<file path="config.mk">
export PLATFORM = sky130hd
export DESIGN_NAME = pipelined_adder
export DESIGN_NICKNAME = d
export VERILOG_FILES = /design/src/rtl/adder_pkg.sv /design/src/rtl/adder_slice.sv /design/src/rtl/pipelined_adder.sv
export SDC_FILE = /design/constraint.sdc
export NUM_CORES = 1
export LEC_CHECK = 0
export CORE_MARGIN = 1.5
export CORE_UTILIZATION = 48
export DETAILED_ROUTE_END_ITERATION = 16
export PLACE_DENSITY = 0.75
export SLEW_MARGIN = 25
export SYNTH_ARGS = -nofsm -noshare
export SYNTH_HDL_FRONTEND = slang
export SYNTH_HIERARCHICAL = 1
export SYNTH_SLANG_ARGS = --single-unit
export TNS_END_PERCENT = 1
</file>
<file path="constraint.sdc">
create_clock -name clk -period 3.63 [get_ports clk]
set_clock_uncertainty 0.2 [all_clocks]
set_input_delay 1.089 -clock clk [delete_from_list [all_inputs] [get_ports clk]]
set_output_delay 1.089 -clock clk [all_outputs]
set_load 0.02 [all_outputs]
</file>
<file path="src/rtl/adder_pkg.sv">
// Shared types and helpers for the chunked, pipelined add/subtract unit.
package adder_pkg;

    typedef enum logic {
        OP_ADD = 1'b0,
        OP_SUB = 1'b1
    } add_op_e;

    // Bits resolved per pipeline stage.
    function automatic int chunk_count(input int width, input int stages);
        return (stages > 0) ? (width / stages) : width;
    endfunction

endpackage

</file>
<file path="src/rtl/adder_slice.sv">
// Combinational CHUNK-bit ripple-carry slice; also exposes the carry into
// its MSB so the final stage can derive two's-complement overflow.
module adder_slice #(
    parameter int CHUNK = 4
) (
    input  logic [CHUNK-1:0] a,
    input  logic [CHUNK-1:0] b,
    input  logic             ci,
    output logic [CHUNK-1:0] s,
    output logic             co,
    output logic             c_msb_in
);

    logic [CHUNK:0] c;

    always_comb begin
        // NOTE: every output gets a default first so no latch is inferred.
        c    = '0;
        s    = '0;
        c[0] = ci;
        for (int i = 0; i < CHUNK; i++) begin
            s[i]   = a[i] ^ b[i] ^ c[i];
            c[i+1] = (a[i] & b[i]) | (c[i] & (a[i] ^ b[i]));
        end
    end

    assign co       = c[CHUNK];
    assign c_msb_in = c[CHUNK-1];

endmodule

</file>
<file path="src/rtl/pipelined_adder.sv">
// WIDTH-bit add/subtract pipelined over STAGES chunks, one chunk resolved per
// clock, with valid/ready on both sides and full back-pressure.
module pipelined_adder
    import adder_pkg::*;
#(
    parameter int WIDTH  = 16,
    parameter int STAGES = 4
) (
    input  logic             clk,
    input  logic             rst,
    input  logic             in_valid,
    output logic             in_ready,
    input  logic [WIDTH-1:0] a,
    input  logic [WIDTH-1:0] b,
    input  logic             cin,
    input  logic             sub,
    output logic             out_valid,
    input  logic             out_ready,
    output logic [WIDTH-1:0] sum,
    output logic             cout,
    output logic             ovf
);

    localparam int CHUNK = chunk_count(WIDTH, STAGES);
    localparam int LAST  = STAGES - 1;

    if ((WIDTH < 2) || (STAGES < 1) || ((WIDTH % STAGES) != 0)) begin : g_bad_params
        $error("pipelined_adder: WIDTH must be >= 2 and a multiple of STAGES");
    end

    // Per-stage registered state.
    logic [STAGES-1:0] v_q;
    logic [WIDTH-1:0]  a_q [STAGES];
    logic [WIDTH-1:0]  b_q [STAGES];
    logic [WIDTH-1:0]  s_q [STAGES];
    logic [STAGES-1:0] c_q;
    logic              ovf_q;

    // Per-stage combinational view of what the stage would load.
    logic [WIDTH-1:0]  a_in   [STAGES];
    logic [WIDTH-1:0]  b_in   [STAGES];
    logic [WIDTH-1:0]  s_prev [STAGES];
    logic [WIDTH-1:0]  s_nxt  [STAGES];
    logic [CHUNK-1:0]  s_chunk[STAGES];
    logic [STAGES-1:0] ci, co, c_msb, src_v, adv, ld;

    add_op_e          op;
    logic [WIDTH-1:0] b_eff;
    logic             c0;

    assign op    = add_op_e'(sub);
    assign b_eff = (op == OP_SUB) ? ~b : b;
    assign c0    = (op == OP_SUB) ? 1'b1 : cin;

    for (genvar k = 0; k < STAGES; k++) begin : g_stage
        if (k == 0) begin : g_head
            assign a_in[k]   = a;
            assign b_in[k]   = b_eff;
            assign ci[k]     = c0;
            assign s_prev[k] = '0;
            assign src_v[k]  = in_valid;
        end else begin : g_body
            assign a_in[k]   = a_q[k-1];
            assign b_in[k]   = b_q[k-1];
            assign ci[k]     = c_q[k-1];
            assign s_prev[k] = s_q[k-1];
            assign src_v[k]  = v_q[k-1];
        end

        // A stage's contents move on if the consumer is ready or any later stage holds a bubble.
        if (k == LAST) begin : g_tail_adv
            assign adv[k] = out_ready;
        end else begin : g_mid_adv
            assign adv[k] = out_ready | ~(&v_q[LAST:k+1]);
        end

        assign ld[k] = ~v_q[k] | adv[k];

        adder_slice #(.CHUNK(CHUNK)) u_slice (
            .a        (a_in[k][k*CHUNK +: CHUNK]),
            .b        (b_in[k][k*CHUNK +: CHUNK]),
            .ci       (ci[k]),
            .s        (s_chunk[k]),
            .co       (co[k]),
            .c_msb_in (c_msb[k])
        );

        // Chunks above k are still zero in s_prev, so OR-ing in the new chunk is enough.
        assign s_nxt[k] = s_prev[k] | (WIDTH'(s_chunk[k]) << (k * CHUNK));
    end

    always_ff @(posedge clk) begin
        if (rst) begin
            // NOTE: only valid bits and visible output fields are reset; inner operand/sum registers are don't-care while their valid bit is low.
            v_q       <= '0;
            s_q[LAST] <= '0;
            c_q[LAST] <= 1'b0;
            ovf_q     <= 1'b0;
        end else begin
            for (int k = 0; k < STAGES; k++) begin
                if (ld[k]) begin
                    v_q[k] <= src_v[k];
                    if (src_v[k]) begin
                        a_q[k] <= a_in[k];
                        b_q[k] <= b_in[k];
                        s_q[k] <= s_nxt[k];
                        c_q[k] <= co[k];
                    end
                end
            end
            if (ld[LAST] && src_v[LAST]) begin
                ovf_q <= c_msb[LAST] ^ co[LAST];
            end
        end
    end

    assign in_ready  = ld[0];
    assign out_valid = v_q[LAST];
    assign sum       = s_q[LAST];
    assign cout      = c_q[LAST];
    assign ovf       = ovf_q;

endmodule

</file>
**Word level (Yosys, flattened, before mapping)**

Memory sizes are Yosys's and may differ from the RTL's.
Index checks and enable logic that the tools add are counted.

- Mux-type cells: 21
- Bitwise gates (word level): 99
- Reduce and logical (&&, ||, !) cells: 7

Operator list:

| kind | count |
|---|---|
| XOR 1 bit | 33 |
| AND 1 bit | 32 |
| 2-to-1 mux 16 bit | 2 |
| OR 1 bit | 23 |
| 2-to-1 mux 1 bit | 19 |
| NOT 16 bit | 1 |
| OR 16 x 12 -> 16 bit | 1 |
| OR 16 bit | 1 |
| OR 16 x 8 -> 16 bit | 1 |
| AND reduction 3 bit | 4 |
| NOT 1 bit | 7 |
| AND reduction 2 bit | 2 |
| logical AND 1 bit | 1 |

- Register bits after elaboration: 9
- Bits in writable memories: 192
- Output and inout port bits: 20
- Logic and storage cells: 139
- Memories kept: 3

Memory list:

| name | words | width | read ports | clocked after memory_dff | wr ports | line | source |
|---|---|---|---|---|---|---|---|
| a_q | 4 | 16 | 3 | 0 | 4 | pipelined_adder.sv:33 | `logic [WIDTH-1:0] a_q [STAGES];` |
| b_q | 4 | 16 | 3 | 0 | 4 | pipelined_adder.sv:34 | `logic [WIDTH-1:0] b_q [STAGES];` |
| s_q | 4 | 16 | 4 | 0 | 4 | pipelined_adder.sv:35 | `logic [WIDTH-1:0] s_q [STAGES];` |

**Logic depth before layout (Yosys ltp)**

Gate-level depths: netlist (run 1).

- Word-level depth: 11
- Gate-level depth with buffers: 9
- Gate-level depth less buffers: 8

**Modules after synthesis**

The synthesis (run 1) kept the hierarchy.

By module, submodules not included:

| module | times used | cells each | area an instance (um^2) |
|---|---|---|---|
| pipelined_adder | 1 | 162 | 3318.2 |
| adder_slice | 4 | 12 | 110.1 |

**Worst setup path after synthesis (run 1)**

Ideal clock, no wire load.

- Path kind: input-to-reg
- Start: input port out_ready
- End: memory a_q[1][10] (enable)
- Arrival: 3153 ps
- Data required time: 2990 ps
- Setup slack: -164 ps
- Stages on the path: 2
- Path buffers: 0
- Cell sequence: and4b_2 -> nor3b_1

RTL lines:

| what | line | source |
|---|---|---|
| start, declared | pipelined_adder.sv:18 | `input logic out_ready,` |
| end, declared | pipelined_adder.sv:33 |  |

**Worst setup path in the final report (run 1)**

- Start: input port out_ready
- End: output port in_ready

- Word-level cells in the longest chain between the ends: 2

RTL lines:

| what | line | source |
|---|---|---|
| OR 1 bit | pipelined_adder.sv:74 | `assign adv[k] = out_ready \| ~(&v_q[LAST:k+1]);` |
| OR 1 bit | pipelined_adder.sv:77 | `assign ld[k] = ~v_q[k] \| adv[k];` |
| end, declared | pipelined_adder.sv:12 | `output logic in_ready,` |

No other way between the ends.

==> results of run 1 <==
[routing by layer]
metal / vias up / wire (µm)
li1: 846 / -
met1: 769 / 1900
met2: 56 / 2120
met3: 6 / 230
met4: 0 / 94
met5: - / 0
[logic make-up (layout without fill, tap and decap cells)]
family / Yosys count / in the layout / share of synthesized area
and+or+nand+nor: 34 / 34 / 0.0632
adders and majority gates: 16 / 16 / 0.0852
AOI/OAI and AO/OA: 9 / 9 / 0.0126
DFF: 97 / 97 / 0.759
xor gates and xnor gates: 17 / 17 / 0.0396
buffers and inverters: 37 / 111 / 0.0403
[metrics by stage]
stage                     cells   util  setup slack, ps  TNS [ps]
after floorplan             210      -             79.1         0
after global placement      371  0.586             -148      -283
after detailed placement    371  0.586             -229      -398
after CTS                   386  0.616              100         0
after global routing        386  0.616             42.0         0
final                       386  0.616              104         0
[synth_stat cells, types with 2 or more instances]
library cell	n	area (µm²)
nand2b_1	2	12.5
and2_1	2	12.5
and3b_1	2	17.5
edfxtp_1	91	2730
nor3b_1	2	15.0
nor2_1	5	18.8
xor2_1	16	140
fa_1	16	320
or2_2	2	12.5
dfxtp_1	6	120
inv_1	32	120
and2_2	14	105
a21oi_1	7	35.0
[state kept, by name, summed over array words and instances, names as in the netlist]
signal	count
b_q	24
a_q	24
v_q	4
c_q	4
ovf	1
s_q	40
[power groups by stage]
stage                     Clock (mW)  Sequential [mW]  Combinational (mW)
after CTS                      0.802             1.29               0.161
after global routing           0.848             1.30               0.175
after floorplan                    0             1.33              0.0637
after global placement             0             1.32               0.154
after detailed placement           0             1.32               0.161
final                          0.783             1.29               0.157
[final cells by class]
type	count	area (µm²)	area share
Tap cell	102	128	0.0271
Timing Repair Buffer	63	614	0.130
Sequential cell	97	2850	0.605
Clock buffer	9	124	0.0263
Clock inverter	6	108	0.0228
Inverter	33	124	0.0263
Multi-Input combinational cell	76	763	0.162
[worst reg2reg max path: cells and delay by family, from the launching register on]
| family | cells | cell delay, ps |
|---|---|---|
| adder cells (fa/ha/maj) | 4 | 1340 |
| buffers and inverters | 2 | 160 |
| flip-flops | 1 | 360 |
| AND/OR/NAND/NOR | 1 | 180 |
[worst max path at each step]
stage	startpoint	end	cells past startpoint
3_3_place_gp	out_ready	in_ready	4
3_5_place_dp	sub	s_q[0][3]	8
2_1_floorplan	sub	s_q[0][3]	9
6_report	out_ready	in_ready	4
4_1_cts	out_ready	in_ready	4
5_1_grt	out_ready	in_ready	4
==> results.ini, run 1 <==
[placement]
place.gp.congestion=0.650
place_hpwl_um=3180
placed_cell_area_um2=4480
port_buffers=57

[synthesis]
synth_edf_count=91
ys_seq_area_frac=0.759
netlist_area_um2=3760
async_flop_share=0
synth_ff_type=edfxtp_1
yosys_warnings=6
synth.avg_cell_area_um2=17.9
synth_nets=264
synth_cells=210
yosysUniqueCellTypes=26
ys_ff_latch=97

[critical_path]
slowest_stage=clkdlybuf4s50_1
path_delay_family=buffers and inverters
path_buf_inv=2
critPathMaxStageDelay_ps=480
crit_required_ps=2340
worstPathArrival_ps=2240
end_kind=output pin
r2r_slack_ps=1160
r2r_end=s_q[3][15]
path_max_fanout=3
ff2ff_path_depth=7
cp_cell_sequence=clkdlybuf4s50_1 -> and4b_2 -> nand2_1 -> dlygate4sd2_1
worstReg2RegStart=a_q[2][12]
worstSetupPathType=input pin to output pin
worst_setup_path_start_kind=input pin

[global_routing]
grt_pass1_wl_um=7300
grt_use_met1=0.143
grt_overflow_total=0
grt_usage=0.118
grt_max_degree=29
top_usage_layer=met2
first_global_vias=1596
use_met3=0.0260
met2_usage=0.190
antenna_found_initial=0

[sta]
grt_setup_unrepaired=false
tightest_slew_ps=493
min_period_over_period=0.971
slew_violations=0
hold_viol_final=0
setup_viol=0
clock.fmax_ghz=0.284
maxSlewHeadroom=0.670
fin_crit_ps=3530
holdWs_ps=218

[layout]
diodes=0
stdcell_area_um2=4710
areaGrowthSynthToFinish_pct=25.4
nNetsFinal=334
drive_gt1_frac=0.144
fillers=558
final_cell_mix=91 x edfxtp_1, 56 x clkdlybuf4s50_1, 32 x inv_1
final_common_cell=edfxtp_1

[floorplan]
start_util=0.491
dieHeight_um=91.5
pin_count=58
std_cell_rows=32
die_w_um=91.5
die_area_um2=8370
coreArea_um2=7650

[clocking]
cts_resized=1
cts_setup_buffers=0
worst_skew_pair.late_latency_ps=340
hold_buffers=0
cts_num_sinks=97
cts_buffer_depth=2
cts_root_buffer=clkbuf_8
clk_pin_slew_worst_paths_ps=90
cts_made_buffers=9
cts_tree=yes
htreeDepth=3

[detailed_routing]
post-route-drc-count=0
routedWlPerCell_um=11.3
vias_per_cell=4.34
wirelength_um=4350
drtIter0Drc=82
drt_pre_antenna_iters=4
ant_nets=0
num_vias=1677

[pwr]
p_int_mw=1.81
power_density_nw_per_um2=473
seq_power_share=0.579
ir_drop_v=0.000209
swShare=0.188
power_mw=2.23
switching_power_uw=419
clkPwrFrac=0.351
power.leakage_nw=1.75
power_frac_comb=0.070

[min_path]
worstHoldEndpoint=s_q[1][0]
whs_path_depth=0
hold_path.class=flop to flop
hold_start=s_q[0][0]

[outcome]
status=complete, no violations

[job]
cap_violations=0

Note: power is estimated with default switching activity, not from simulation.
==> run 2, diff against run 1 <==
--- a/config.mk
+++ b/config.mk
@@ -9,7 +9,7 @@
 export CORE_UTILIZATION = 48
 export DETAILED_ROUTE_END_ITERATION = 16
 export PLACE_DENSITY = 0.75
-export SLEW_MARGIN = 25
+export SLEW_MARGIN = 20
 export SYNTH_ARGS = -nofsm -noshare
 export SYNTH_HDL_FRONTEND = slang
 export SYNTH_HIERARCHICAL = 1
==> results of run 2 <==
Final layout, timing and power as in run 1 (identical DEF).
==> run 3, diff against run 2 <==
--- a/config.mk
+++ b/config.mk
@@ -7,9 +7,9 @@
 export LEC_CHECK = 0
 export CORE_MARGIN = 1.5
 export CORE_UTILIZATION = 48
+export CTS_CLUSTER_SIZE = 28
 export DETAILED_ROUTE_END_ITERATION = 16
 export PLACE_DENSITY = 0.75
-export SLEW_MARGIN = 20
 export SYNTH_ARGS = -nofsm -noshare
 export SYNTH_HDL_FRONTEND = slang
 export SYNTH_HIERARCHICAL = 1
==> results of run 3 <==
Final layout, timing and power as in run 1 (identical DEF).
==> RTL change 1 (settings of run 2) <==
The parameter `WIDTH` goes from 16 to 20.
--- a/src/rtl/pipelined_adder.sv
+++ b/src/rtl/pipelined_adder.sv
@@ -5,3 +5,3 @@
 #(
-    parameter int WIDTH  = 16,
+    parameter int WIDTH  = 20,
     parameter int STAGES = 4
Ports: changed (resized a, b and sum); port bits go from 58 to 70. No check against the original RTL was run, so the function may have changed too.
==> RTL change 1 against run 2 <==
Critical path depth did not move; clock power up 85%; total power increased by 45%; sequential cell count rose by 22; worst setup slack lost 0.032 ns; die area is 21% higher; maximum frequency is 0.89% lower; synthesized area increased by 22%; final area increased by 28%; first-iteration DRC count increased by 16%; wire length grew 41%; core utilization up 3.4 points; highest routed layer unchanged.
==> RTL change 1: results (changes against run 2) <==
[status]
outcome=completed  ; unchanged

[pwr]
switchingPower_w=0.000662  ; was 0.000419 W
clock_power_w=0.00145  ; was 0.000783 W
pg_comb_w=0.000196  ; was 0.000157 W
p_clk_frac=0.447  ; was 0.351

[finish]
areaGrowthSynthToFinish_pct=31.1  ; was 25.4%
inverters=41  ; was 33
multi_input_area_share=0.150  ; was 0.162
reg_top3=s_q: 50 flops, a_q: 30 flops, b_q: 30 flops  ; was s_q: 40 flops, a_q: 24 flops, b_q: 24 flops
multi_input_cells=88  ; was 76
register_area_um2=3510  ; was 2850 um^2
nonClkBufAreaFrac=0.125  ; was 0.130
nFlopsAndLatches=119  ; was 97
fin_cells=485  ; was 386
nNetsFinal=410  ; was 334
nFillCells=653  ; was 558
drive_above_1_share=0.126  ; was 0.144
clock_cell_area_share=0.0877  ; was 0.0491
signal_buffers=77  ; was 63

[synthesis]
synthTopCellsByCount=edfxtp_1, inv_1, and2_1, fa_1, xor2_1  ; was edfxtp_1, inv_1, fa_1, xor2_1, and2_2
syn-num-nets=319  ; was 264
seq_area_frac_synth=0.767  ; was 0.759
synth_compound_area_frac=0.0104  ; was 0.0126
synthTopCellsByArea=edfxtp_1, fa_1, xor2_1  ; unchanged
synth_fa_ha_area_frac=0.0874  ; was 0.0852
ys_types=24  ; was 26
synthCells=253  ; was 210

[route]
drt-initial-drc-count=95  ; was 82
wl_per_cell_um=12.6  ; was 11.3 um
vias_per_cell=4.42  ; was 4.34
wl_met2_um=3080  ; was 2120 um
wl_met3_um=362  ; was 230 um

[die]
die_w_um=101  ; was 91.5 um

[cts]
cts_made_buffers=17  ; was 9
insertion_delay_ns=0.49  ; was 0.34 ns
clkTransAtPathRegs_ns=0.06  ; was 0.09 ns
cts_max_level=4  ; was 3

[placement]
placed_cells=454  ; was 371
hpwl_um=4500  ; was 3180 um
dpl_cell_area_um2=5470  ; was 4480 um^2
gp_congestion=0.766  ; was 0.650
place_ws_ns=-0.446  ; was -0.229 ns

[worst_setup_path]
crit_family=buffers and inverters  ; unchanged

[grt]
grt_max_degree=26  ; was 29
grt_pass1_vias=2176  ; was 1596
grt_pass1_wl_um=10200  ; was 7300 um
grt_use_total=0.141  ; was 0.118

[timing]
slew_headroom=0.626  ; was 0.670

-- RTL change 1: changes by cell type after synthesis, sizes merged --
cell    before  now
and2        16   20
fa          16   20
edfxtp      91  113
inv         33   41
xor2        16   20
buf          3    4
-- RTL change 1: metal layers --
layer  vias up  GRT usage
li1       1044          -
met1      1026      0.167
met2        66      0.224
met3         6     0.0603
met4         0     0.0618
met5         -          0
-- RTL change 1: worst register-to-register path, cell delays in order, from the launching register on --
cell	delay (ns)
edfxtp_1	0.40
fa_1	0.42
inv_1	0.07
fa_1	0.15
inv_1	0.05
fa_1	0.35
inv_1	0.08
fa_1	0.16
inv_1	0.06
fa_1	0.40
xnor2_1	0.14
a211oi_1	0.21
-- RTL change 1: final timing paths --
kind / end / slack (ns) / start / cells after the start
min reg2reg: a_q[2][19] / 0.21 / a_q[1][19] / 0
max reg2reg: ovf / 0.84 / a_q[2][15] / 11
min: a_q[2][19] / 0.21 / a_q[1][19] / 0
max: in_ready / 0.07 / out_ready / 4
==> RTL change 2 (settings of run 2) <==
Made on the original files. Put one more register stage on the output `ovf`. The value now appears one clock later. The other outputs are not delayed to match.
--- a/src/rtl/pipelined_adder.sv
+++ b/src/rtl/pipelined_adder.sv
@@ -120,3 +120,5 @@
     assign cout      = c_q[LAST];
-    assign ovf       = ovf_q;
+    always_ff @(posedge clk) begin
+        ovf <= ovf_q;
+    end
 
Function: changed (a bounded check fails within 10 cycles, from zero or initial values and one cycle with rst high).
==> RTL change 2 against run 2 <==
First-iteration DRC count is 23% higher; worst setup slack worse by 0.013 ns; cell count is 0.52% higher; maximum frequency is 0.37% lower; final area is 0.64% higher; sequential cell count is 1 higher; synthesized cell count is 0.48% higher; total power is 1.6% higher; wire length is 12% higher; worst hold slack worse by 0.051 ns; synthesized area is 0.53% higher; critical path type unchanged; critical endpoint unchanged; highest routed layer unchanged.
==> RTL change 2: results (changes against run 2) <==
[finish]
nFillCells=583  ; was 558
multi_input_area_share=0.162  ; about the same
antenna_cells=0  ; unchanged
nonClkBufAreaFrac=0.130  ; about the same
clock_buffers=12  ; was 9
drive_above_1_share=0.140  ; was 0.144
final_area_um2=4740  ; was 4710 um^2
seq_share=0.606  ; was 0.605
clock_cell_area_share=0.0493  ; was 0.0491
signal_buffers=63  ; unchanged
nNetsFinal=335  ; was 334

[placement]
hpwl_um=3400  ; was 3180 um
gp_congestion=0.721  ; was 0.650
placed_cells=372  ; was 371
place_ws_ns=-0.199  ; was -0.229 ns
dpl_cell_area_um2=4510  ; was 4480 um^2

[route]
vias=1718  ; was 1677
drt-initial-drc-count=101  ; was 82
first_pass_iters=6  ; was 4
wl_per_cell_um=12.5  ; was 11.3 um
vias_per_cell=4.43  ; was 4.34

[grt]
grt_pass1_wl_um=8270  ; was 7300 um
grt_pass1_vias=1775  ; was 1596
grt_use_total=0.132  ; was 0.118

[status]
outcome=completed  ; unchanged

[timing]
worst_pin_slew_ns=0.550  ; was 0.493 ns
hold_slack_ns=0.167  ; was 0.218 ns
fin_crit_ns=3.54  ; was 3.53 ns

[pwr]
leakage_nw=1.76  ; was 1.75 nW
p_clk_frac=0.355  ; was 0.351
ir_drop_mv=0.250  ; was 0.209 mV
seqPwrFrac=0.575  ; was 0.579
power_density_nw_per_um2=478  ; was 473 nW/um^2
switchingPower_w=0.000434  ; was 0.000419 W

[synthesis]
synthXorXnorAreaFrac=0.0394  ; was 0.0396
syn-num-nets=265  ; was 264
synthTopCellsByArea=edfxtp_1, fa_1, dfxtp_1  ; was edfxtp_1, fa_1, xor2_1
seq_area_frac_synth=0.760  ; was 0.759
synth_fa_ha_area_frac=0.0848  ; was 0.0852
synthCells=211  ; was 210
synthArstFlopShare=0  ; unchanged
synth_compound_area_frac=0.0126  ; about the same

[cts]
clock_sinks=98  ; was 97
cts_made_buffers=9  ; unchanged

[worst_setup_path]
crit_family=buffers and inverters  ; unchanged
r2r_setup_slack_ns=1.18  ; was 1.16 ns

[min_path]
hold_start=ovf_q  ; was s_q[0][0]
whs_endpoint=ovf  ; was s_q[1][0]

## RTL change 2: cell count changes in the layout (fill, tap and decap cells not counted)
cell and delta:
inv_6 +1, clkinv_4 -1, clkdlybuf4s15_1 +1, nor3b_2 -1, dlygate4sd2_1 -1, dfxtp_1 +1, clkbuf_1 +3, nor3b_4 +1
clkinv_1 -1, clkinv_2 -1
## RTL change 2: timing repair
action,in CTS,in global routing
gates cloned,0,0
endpoints found under the hold margin,0,0
setup endpoints to repair,1,1
gates resized for setup,1,1
## RTL change 2: kinds of logic after synthesis
logic type,after synthesis
flops,98
buf+inv,37
simple gates,34
xor+xnor,17
fa+ha+maj,16
compound gates,9
## RTL change 2: layer usage
metal,global-route usage,up-vias,wire (um)
met5,0,-,0
met4,0.0564,0,64
met3,0.0489,7,264
met2,0.216,48,2510
met1,0.158,809,2020
li1,-,854,-
